[src/rtl/latch_ctrl_pkg.sv]
`default_nettype none
// ============================================================================
// Module   : latch_ctrl_pkg
// Purpose  : Shared types and helpers for the latch bank arbiter.
//            - state_t     : write-sequencer state encoding
//            - cnt_width() : width of the shared GATE/HOLD cycle counter
// Revision : 1.0  initial release
// ============================================================================
package latch_ctrl_pkg;

  typedef enum logic [2:0] {
    ST_IDLE  = 3'd0,
    ST_SETUP = 3'd1,
    ST_GATE  = 3'd2,
    ST_HOLD  = 3'd3,
    ST_ACK   = 3'd4
  } state_t;

  // One counter serves both the GATE and HOLD phases, so it must hold the
  // larger of the two preload values.
  function automatic int cnt_width(input int gate_cycles, input int hold_cycles);
    int max_v;
    max_v = (gate_cycles > hold_cycles) ? gate_cycles : hold_cycles;
    return $clog2(max_v + 1);
  endfunction

endpackage
`default_nettype wire

[src/rtl/rr_arbiter.sv]
`default_nettype none
// ============================================================================
// Module   : rr_arbiter
// Purpose  : Combinational round-robin winner select. Searches req upward
//            from ptr, wrapping modulo N; the pointer register lives in the
//            parent.
// Ports    : req    [N-1:0] in  - request vector
//            ptr    [W-1:0] in  - highest-priority index
//            winner [W-1:0] out - selected index (0 when !valid)
//            valid          out - at least one request present
// Revision : 1.0  initial release
// ============================================================================
module rr_arbiter #(
  parameter int N = 4,
  parameter int W = $clog2(N)
) (
  input  logic [N-1:0] req,
  input  logic [W-1:0] ptr,
  output logic [W-1:0] winner,
  output logic         valid
);

  logic [2*N-1:0] w_dbl;
  logic [N-1:0]   w_rot;

  // Rotate so that bit 0 of w_rot corresponds to requester ptr; the first
  // set bit of w_rot is then the round-robin winner offset.
  assign w_dbl = {req, req};
  assign w_rot = w_dbl[N-1:0] == '0 ? '0 : N'(w_dbl >> ptr);

  always_comb begin
    int sum;
    valid  = 1'b0;
    winner = '0;
    sum    = 0;
    for (int i = 0; i < N; i++) begin
      if (!valid && w_rot[i]) begin
        valid = 1'b1;
        sum   = int'(ptr) + i;
        if (sum >= N) begin
          sum = sum - N;
        end
        winner = W'(sum);
      end
    end
  end

endmodule
`default_nettype wire

[src/rtl/latch_bank_arbiter.sv]
`default_nettype none
// ============================================================================
// Module   : latch_bank_arbiter
// Purpose  : Round-robin arbiter and write sequencer sharing one bank of
//            D latches (gate = latch_en, d = latch_d) between NUM_REQ
//            requesters. Each grant runs SETUP -> GATE -> HOLD -> ACK and
//            reports a readback mismatch on wr_err together with ack.
// Ports    : clk, rst_n            - clock (rising), async active-low reset
//            req      [NUM_REQ]    - level requests, held until ack
//            wdata    [NUM_REQ*DATA_W] - requester i at [i*DATA_W +: DATA_W]
//            latch_q  [DATA_W]     - latch bank readback
//            gnt      [NUM_REQ]    - registered one-hot grant
//            ack      [NUM_REQ]    - one-cycle completion pulse
//            wr_err                - readback mismatch, coincident with ack
//            latch_d  [DATA_W]     - registered latch data
//            latch_en              - registered latch gate
//            busy                  - high whenever not IDLE
// Revision : 1.0  initial release
// ============================================================================
module latch_bank_arbiter
  import latch_ctrl_pkg::*;
#(
  parameter int NUM_REQ     = 4,
  parameter int DATA_W      = 8,
  parameter int GATE_CYCLES = 2,
  parameter int HOLD_CYCLES = 1
) (
  input  logic                      clk,
  input  logic                      rst_n,
  input  logic [NUM_REQ-1:0]        req,
  input  logic [NUM_REQ*DATA_W-1:0] wdata,
  input  logic [DATA_W-1:0]         latch_q,
  output logic [NUM_REQ-1:0]        gnt,
  output logic [NUM_REQ-1:0]        ack,
  output logic                      wr_err,
  output logic [DATA_W-1:0]         latch_d,
  output logic                      latch_en,
  output logic                      busy
);

  localparam int PTR_W = $clog2(NUM_REQ);
  localparam int CNT_W = cnt_width(GATE_CYCLES, HOLD_CYCLES);
  localparam logic [CNT_W-1:0] C_GATE_LOAD = CNT_W'(GATE_CYCLES - 1);
  localparam logic [CNT_W-1:0] C_HOLD_LOAD = CNT_W'(HOLD_CYCLES - 1);
  localparam logic [PTR_W-1:0] C_PTR_LAST  = PTR_W'(NUM_REQ - 1);

  state_t             r_state, w_state_nxt;
  logic [CNT_W-1:0]   r_cnt, w_cnt_nxt;
  logic [PTR_W-1:0]   r_ptr, w_ptr_nxt;
  logic [NUM_REQ-1:0] w_gnt_nxt, w_ack_nxt;
  logic [DATA_W-1:0]  w_d_nxt, w_sel_data;
  logic               w_en_nxt, w_err_nxt;
  logic [PTR_W-1:0]   w_winner;
  logic               w_valid;

  rr_arbiter #(
    .N (NUM_REQ),
    .W (PTR_W)
  ) u_rr_arbiter (
    .req    (req),
    .ptr    (r_ptr),
    .winner (w_winner),
    .valid  (w_valid)
  );

  // Winner's write data, selected with constant slices only.
  always_comb begin
    w_sel_data = '0;
    for (int i = 0; i < NUM_REQ; i++) begin
      if (w_winner == PTR_W'(i)) begin
        w_sel_data = wdata[i*DATA_W +: DATA_W];
      end
    end
  end

  // Next-state and next-output logic. latch_en is computed one cycle ahead
  // and registered so the latch gate is driven straight from a flop.
  always_comb begin
    w_state_nxt = r_state;
    w_cnt_nxt   = r_cnt;
    w_ptr_nxt   = r_ptr;
    w_gnt_nxt   = gnt;
    w_d_nxt     = latch_d;
    w_en_nxt    = 1'b0;
    w_ack_nxt   = '0;
    w_err_nxt   = 1'b0;

    unique case (r_state)
      ST_IDLE: begin
        if (w_valid) begin
          w_gnt_nxt   = NUM_REQ'(1) << w_winner;
          w_d_nxt     = w_sel_data;
          w_ptr_nxt   = (w_winner == C_PTR_LAST) ? '0 : w_winner + PTR_W'(1);
          w_state_nxt = ST_SETUP;
        end
      end

      ST_SETUP: begin
        w_state_nxt = ST_GATE;
        w_cnt_nxt   = C_GATE_LOAD;
        w_en_nxt    = 1'b1;
      end

      ST_GATE: begin
        if (r_cnt == '0) begin
          w_state_nxt = ST_HOLD;
          w_cnt_nxt   = C_HOLD_LOAD;
        end else begin
          w_cnt_nxt = r_cnt - CNT_W'(1);
          w_en_nxt  = 1'b1;
        end
      end

      ST_HOLD: begin
        if (r_cnt == '0) begin
          // Final HOLD cycle: the registered compare becomes wr_err in ACK.
          w_state_nxt = ST_ACK;
          w_ack_nxt   = gnt;
          w_err_nxt   = (latch_q != latch_d);
        end else begin
          w_cnt_nxt = r_cnt - CNT_W'(1);
        end
      end

      ST_ACK: begin
        w_state_nxt = ST_IDLE;
        w_gnt_nxt   = '0;
      end

      default: begin
        w_state_nxt = ST_IDLE;
        w_gnt_nxt   = '0;
      end
    endcase
  end

  always_ff @(posedge clk or negedge rst_n) begin
    if (!rst_n) begin
      r_state  <= ST_IDLE;
      r_cnt    <= '0;
      r_ptr    <= '0;
      gnt      <= '0;
      ack      <= '0;
      wr_err   <= 1'b0;
      latch_d  <= '0;
      latch_en <= 1'b0;
    end else begin
      r_state  <= w_state_nxt;
      r_cnt    <= w_cnt_nxt;
      r_ptr    <= w_ptr_nxt;
      gnt      <= w_gnt_nxt;
      ack      <= w_ack_nxt;
      wr_err   <= w_err_nxt;
      latch_d  <= w_d_nxt;
      latch_en <= w_en_nxt;
    end
  end

  assign busy = (r_state != ST_IDLE);

  a_gnt_onehot: assert property (@(posedge clk) disable iff (!rst_n) $onehot0(gnt));
  a_ack_onehot: assert property (@(posedge clk) disable iff (!rst_n) $onehot0(ack));
  a_ack_gnt:    assert property (@(posedge clk) disable iff (!rst_n) ((ack & gnt) == ack));
  a_en_gate:    assert property (@(posedge clk) disable iff (!rst_n) (!latch_en || r_state == ST_GATE));

endmodule
`default_nettype wire

[config.mk]
export PLATFORM = sky130hd
export DESIGN_NAME = latch_bank_arbiter
export DESIGN_NICKNAME = d
export VERILOG_FILES = /design/src/rtl/latch_ctrl_pkg.sv /design/src/rtl/rr_arbiter.sv /design/src/rtl/latch_bank_arbiter.sv
export SDC_FILE = /design/constraint.sdc
export NUM_CORES = 1
export LEC_CHECK = 0
export CORE_MARGIN = 10
export CORE_UTILIZATION = 47
export CTS_CLUSTER_DIAMETER = 40
export DETAILED_ROUTE_END_ITERATION = 6
export PLACE_DENSITY = 0.95
export SLEW_MARGIN = 10
export SYNTH_ARGS = -nofsm -noshare
export SYNTH_HDL_FRONTEND = slang
export SYNTH_SLANG_ARGS = --single-unit
[constraint.sdc]
create_clock -name clk -period 5.8 [get_ports clk]
set_clock_uncertainty 0.2 [all_clocks]
set_input_delay 0.58 -clock clk [delete_from_list [all_inputs] [get_ports clk]]
set_output_delay 0.58 -clock clk [all_outputs]
set_load 0.01 [all_outputs]
## Word-level counts from Yosys, hierarchy flattened

Index checks and enable logic that the tools add are counted.

- Bits in read-only memories: 0
- Output and inout port bits: 19
- Latch bits: 0
- Word-level logic and storage cells: 85
- Memories kept: 0
- Flip-flop bits (word level): 25
- Input bits: 46
- Bits in writable memories: 0

- Reduce and logical (&&, ||, !) cells: 17
- Bitwise logic cells: 1
- Muxes and demuxes: 33
- Magnitude comparators: 4
- Equal/unequal tests: 11
- Multiply operators: 0
- Div/mod/pow operators: 0
- $add $sub $neg: 9
- Shift operators: 2

Operators by type and width:

| cell | count |
|---|---|
| $mux 8 | 4 |
| $mux 2 | 11 |
| $mux 4 | 4 |
| $pmux 3 s4 | 1 |
| $sub 2x1->2 const B | 5 |
| $ge 3x3->1 const B | 3 |
| $mux 3 | 3 |
| $ne 8x8->1 | 1 |
| $pmux 4 s2 | 1 |
| $shr 8x2->4 | 1 |
| $mux 1 | 7 |
| $add 2x2->3 const B | 2 |
| $eq 3x2->1 const B | 2 |
| $ne 2x2->1 const B | 3 |
| $pmux 2 s3 | 1 |
| $reduce_and 2->1 | 3 |
| $reduce_bool 3->1 | 2 |
| $eq 2x2->1 const B | 2 |
| $logic_not 2->1 | 2 |
| $logic_not 4->1 | 1 |
| $shl 1x2->4 const A | 1 |
| $add 2x1->3 const B | 1 |
| $eq 3x1->1 const B | 1 |
| $ge 2x3->1 const B | 1 |
| 10 further kinds | 14 |

## Depth between registers and ports, before layout

- Depth in word-level cells: 17
- Depth in mapped cells: 9
- Gate-level depth less buffers: 7

## Cells and area by module

A second synthesis with hierarchy kept.

- Cell total of the unflattened synthesis: 164
- Area total of the unflattened synthesis: 1557.7 µm²

Modules (own cells, without submodules):

| module | cells an instance | area an instance (µm²) | sequential area each (µm²) | times used |
|---|---|---|---|---|
| latch_bank_arbiter | 152 | 1483.9 | 625.6 | 1 |
| rr_arbiter | 12 | 73.8 | 0.0 | 1 |

## Worst setup path before layout

OpenSTA, ideal clock, no wires.

- Path kind: input to register
- From: input port req[3]
- To: register latch_d[4]
- Library setup time: 82 ps
- Stages on the path: 8
- Data required time: 5518 ps
- Path slack: 3362 ps
- Buffers on the path: 3
- Arrival: 2157 ps
- Cells stage by stage: clkbuf_1 > a21o_1 > o221ai_1 > ha_1 > buf_2 > buf_2 > a221o_1 > a31oi_1

- Longest elaborated chain between the ends: 17
- Elaborated cells between the ends (all ways): 26
- Those cells by class: 3 x eq/ne; 1 x shift; 13 x mux; 9 x reduce/logical

Ends and longest elaborated chain:

| element | RTL line | text |
|---|---|---|
| start: declaration | latch_bank_arbiter.sv:30 | `input logic [NUM_REQ-1:0] req,` |
| $shr 8x2->4 / $logic_not 4->1 (equally long branches) | rr_arbiter.sv:29 | `assign w_rot = w_dbl[N-1:0] == '0 ? '0 : N'(w_dbl >> ptr);` |
| $mux 4 * | rr_arbiter.sv:29 |  |
| $mux 1 | rr_arbiter.sv:37 | `if (!valid && w_rot[i]) begin` |
| $logic_not 1->1 | rr_arbiter.sv:37 |  |
| $logic_and 1x1->1 | rr_arbiter.sv:37 |  |
| $mux 1 | rr_arbiter.sv:37 |  |
| $logic_not 1->1 | rr_arbiter.sv:37 |  |
| $logic_and 1x1->1 | rr_arbiter.sv:37 |  |
| $mux 1 | rr_arbiter.sv:37 |  |
| $logic_not 1->1 | rr_arbiter.sv:37 |  |
| $logic_and 1x1->1 | rr_arbiter.sv:37 |  |
| $mux 2 | rr_arbiter.sv:37 |  |
| $logic_not 2->1 | latch_bank_arbiter.sv:70 | `if (w_winner == PTR_W'(i)) begin` |
| $mux 8 (4 in series) | latch_bank_arbiter.sv:70 |  |
| end signal: assignment | latch_bank_arbiter.sv:154 | `latch_d <= w_d_nxt;` |
| end: declaration | latch_bank_arbiter.sv:36 | `output logic [DATA_W-1:0] latch_d,` |

Every way passes the cells marked *; elsewhere a longest branch is shown, timed or not.
A chain may end at the register's enable or synchronous reset.

## Worst setup path in the final report

- From: input port req[0]
- To: register latch_d[5]

The elaborated chain is that of the path after synthesis.

==> results.md <==
* Status: finished, final reports clean
* First-pass iteration count of the detailed router at 4
* Setup Fix Bufs, Post-CTS at 0
* Clock root buffer: clkbuf_4
* Port bufs at 64
* Comb pwr share at 0.570
* Setup tns final at 0 ps
* Vias per cell at 5.59
* Crit path arrival time at 2880 ps
* Cell chain of the critical path: clkdlybuf4s50_1 > mux2i_1 > o221ai_1 > ha_1 > a21oi_1 > a221o_1 > a31oi_1
* Top FF cell, synth: dfrtp_1
* Final worst-path cycle share at 0.488
* DRT antenna net count at 0
* Req. time, crit path at 5850 ps
* Flop pwr share at 0.347
* DP Area at 2250 µm²
* Synth Instances at 173
* CTS tree: yes
* Ports at 65
* Post-synth EDFFs at 0
* Fin. max-slew vios at 0
* CTS Buf Count at 3
* Commonest non-fill, non-tap cell in the layout: clkdlybuf4s50_1
* First-pass GRT wire length at 7.29 mm
* Final Setup Violations at 0
* Clk slew on worst S/H paths at 150 ps
* Buffers & Inverters on Critical Path at 1
* Hold-fix buffer count after cts at 0
* Int Power at 0.000566 W
* Final Util at 0.682
* Yosys reg bits at 25
* Met3 Use GR at 0.0501
* Switching Fraction at 0.420
* Crit-path slowest cell: ha_1
* CTS resizes at 0
* Relative slew slack at 0.278
* Initial antenna violation count at 0
* Hold_sp: gnt[0]
* Final HPWL DP at 3.56 mm
* Die W at 78.6 µm
* Vias at 1,544
* Vias in the first global route at 1,583
* Ant. Diodes at 0
* Synth unique cells at 41
* CTS sink cnt at 25
* Yosys warnings at 0
* DRT iter0 DRCs at 90
* Fmax at 353 MHz
* Delay-heaviest family, CP: compound AO/OA/AOI/OAI gates
* Area grow syn2layout at 40.9%
* Register area share after synthesis at 0.387
* Global route overflow at 0
* Pleak at 0.931 nW
* Async SR Flop Fraction at 1.00
* Net switching power at 0.000410 W
* Min-delay worst type: reg -> reg
* Tmin final at 2830 ps
* Hold Violations, Final at 0
* # DRC at 0
* Worst Setup End Kind: flip-flop
* # rows at 21
* Max_cap viols at 0
* Core Region at 3340 µm²
* Wirelength per Cell at 16.2 µm
* Power Density at 429 nW/µm²
* Largest net degree at the start of global routing at 26
* Busiest grt layer: met2
* Critical R2R Capture: latch_d[5]
* R2R Setup Slk at 3290 ps
* CP Launch Type: input pin
* Wirelength, routed at 4.48 mm
* Cell area after layout at 2280 µm²
* Met2 GRT Util at 0.253
* Worst Tran Pin Value at 1080 ps
* Peak supply drop at 0.248 mV
* Die height at 78.6 µm
* Routing usage on met1 at 0.152
* Pwr Total at 0.000977 W
* RSZ-0062 raised after global routing: false
* GRT Overall Usage at 0.143
* Synthesized netlist net count at 226
* H-tree depth at 1
* Hold-critical path depth at 1
* Share of cells above drive strength 1 at 0.0522
* Most frequent cells in the layout: clkdlybuf4s50_1 (64), dfrtp_1 (25), a21oi_1 (24)
* Worst R2R Path Depth at 7
* Worst r2r src: r_ptr[1]
* Crit Path Max Fanout at 17
* Critical path class: in -> reg
* Worst-case clock buffer depth at 2
* Die Area at 6190 µm²
* Nets at 284
* Starting Density at 0.484
* Final Wtd Congestion at 0.840
* Max stage delay on crit path at 620 ps
* Clk pwr share at 0.083
* Cell Area, Synth at 1620 µm²
* Clock Latency Late Sink at 320 ps
* Syn Area/Cell at 9.34 µm²
* Worst Hold Path EP: ack[0]
## worst max-delay path by stage
stage               depth (start not counted)  slack [ps]    endpoint  startpoint
global placement                            8        2780  latch_d[4]      req[0]
floorplan                                   8        3360  latch_d[4]      req[3]
CTS                                         8        3000  latch_d[5]      req[0]
detailed placement                          8        2670  latch_d[5]      req[0]
finish                                      7        2970  latch_d[5]      req[0]
global route                                8        2790  latch_d[5]      req[0]
## routing by layer
metal | part of all wire | vias to the layer above | routed length (µm)
met1 | 0.38 | 736 | 1710
met2 | 0.52 | 60 | 2340
met4 | 0.017 | 0 | 74
met3 | 0.081 | 8 | 362
li1 | - | 740 | -
met5 | 0 | - | 0
## cells in the mapped netlist (4+ instances only)
master,instances,area (µm²)
a21oi_1,24,120
a221o_1,8,80.1
a31oi_1,9,56.3
and2_1,4,25.0
clkbuf_1,5,18.8
dfrtp_1,25,626
ha_1,7,87.6
inv_1,13,48.8
nand2_1,10,37.5
nand3_1,5,25.0
nand3b_1,8,60.1
nor2_1,5,18.8
o21ai_0,6,30.0
xor2_1,8,70.1
## cell families (layout without fill, tap and decap cells)
| logic type | Yosys count | after routing | synth area share |
|---|---|---|---|
| buffers and inverters | 25 | 82 | 0.0759 |
| DFF | 25 | 25 | 0.387 |
| xor gates and xnor gates | 8 | 8 | 0.0433 |
| muxes | 3 | 3 | 0.0224 |
| and+or+nand+nor | 46 | 46 | 0.180 |
| adders and majority gates | 7 | 7 | 0.0542 |
| AOI/OAI and AO/OA | 59 | 59 | 0.237 |
## cell type report
| cell class | count | area [µm²] |
|---|---|---|
| clock buffer | 3 | 22.5 |
| multi-input combinational | 123 | 868 |
| clock inverter | 1 | 7.51 |
| inverter | 14 | 55.1 |
| tap | 46 | 57.6 |
| timing repair buffer | 64 | 641 |
| fill | 270 | 1060 |
| sequential | 25 | 626 |
## power groups by stage
stage | Sequential [W] | Combinational, W | Clock [W]
6_report | 0.000339 | 0.000557 | 0.0000810
5_1_grt | 0.000348 | 0.000615 | 0.0000910
4_1_cts | 0.000338 | 0.000563 | 0.0000816
3_5_place_dp | 0.000342 | 0.000559 | 0
3_3_place_gp | 0.000338 | 0.000538 | 0
2_1_floorplan | 0.000324 | 0.000365 | 0
## state kept, by name, indices dropped and copies added (netlist names)
register,cells
latch_d,8
ack,4
gnt,4
r_state,3
r_cnt,2
r_ptr,2
latch_en,1
wr_err,1
## per-stage QoR
stage / cells / hold slack (ps) / setup slack [ps]
after floorplan: 173 / 84.4 / 3360
after global placement: 272 / 290 / 2780
after detailed placement: 272 / 293 / 2670
after CTS: 276 / 325 / 3000
after global routing: 276 / 359 / 2790
final: 276 / 321 / 2970
(Power assumes the default switching activity.)
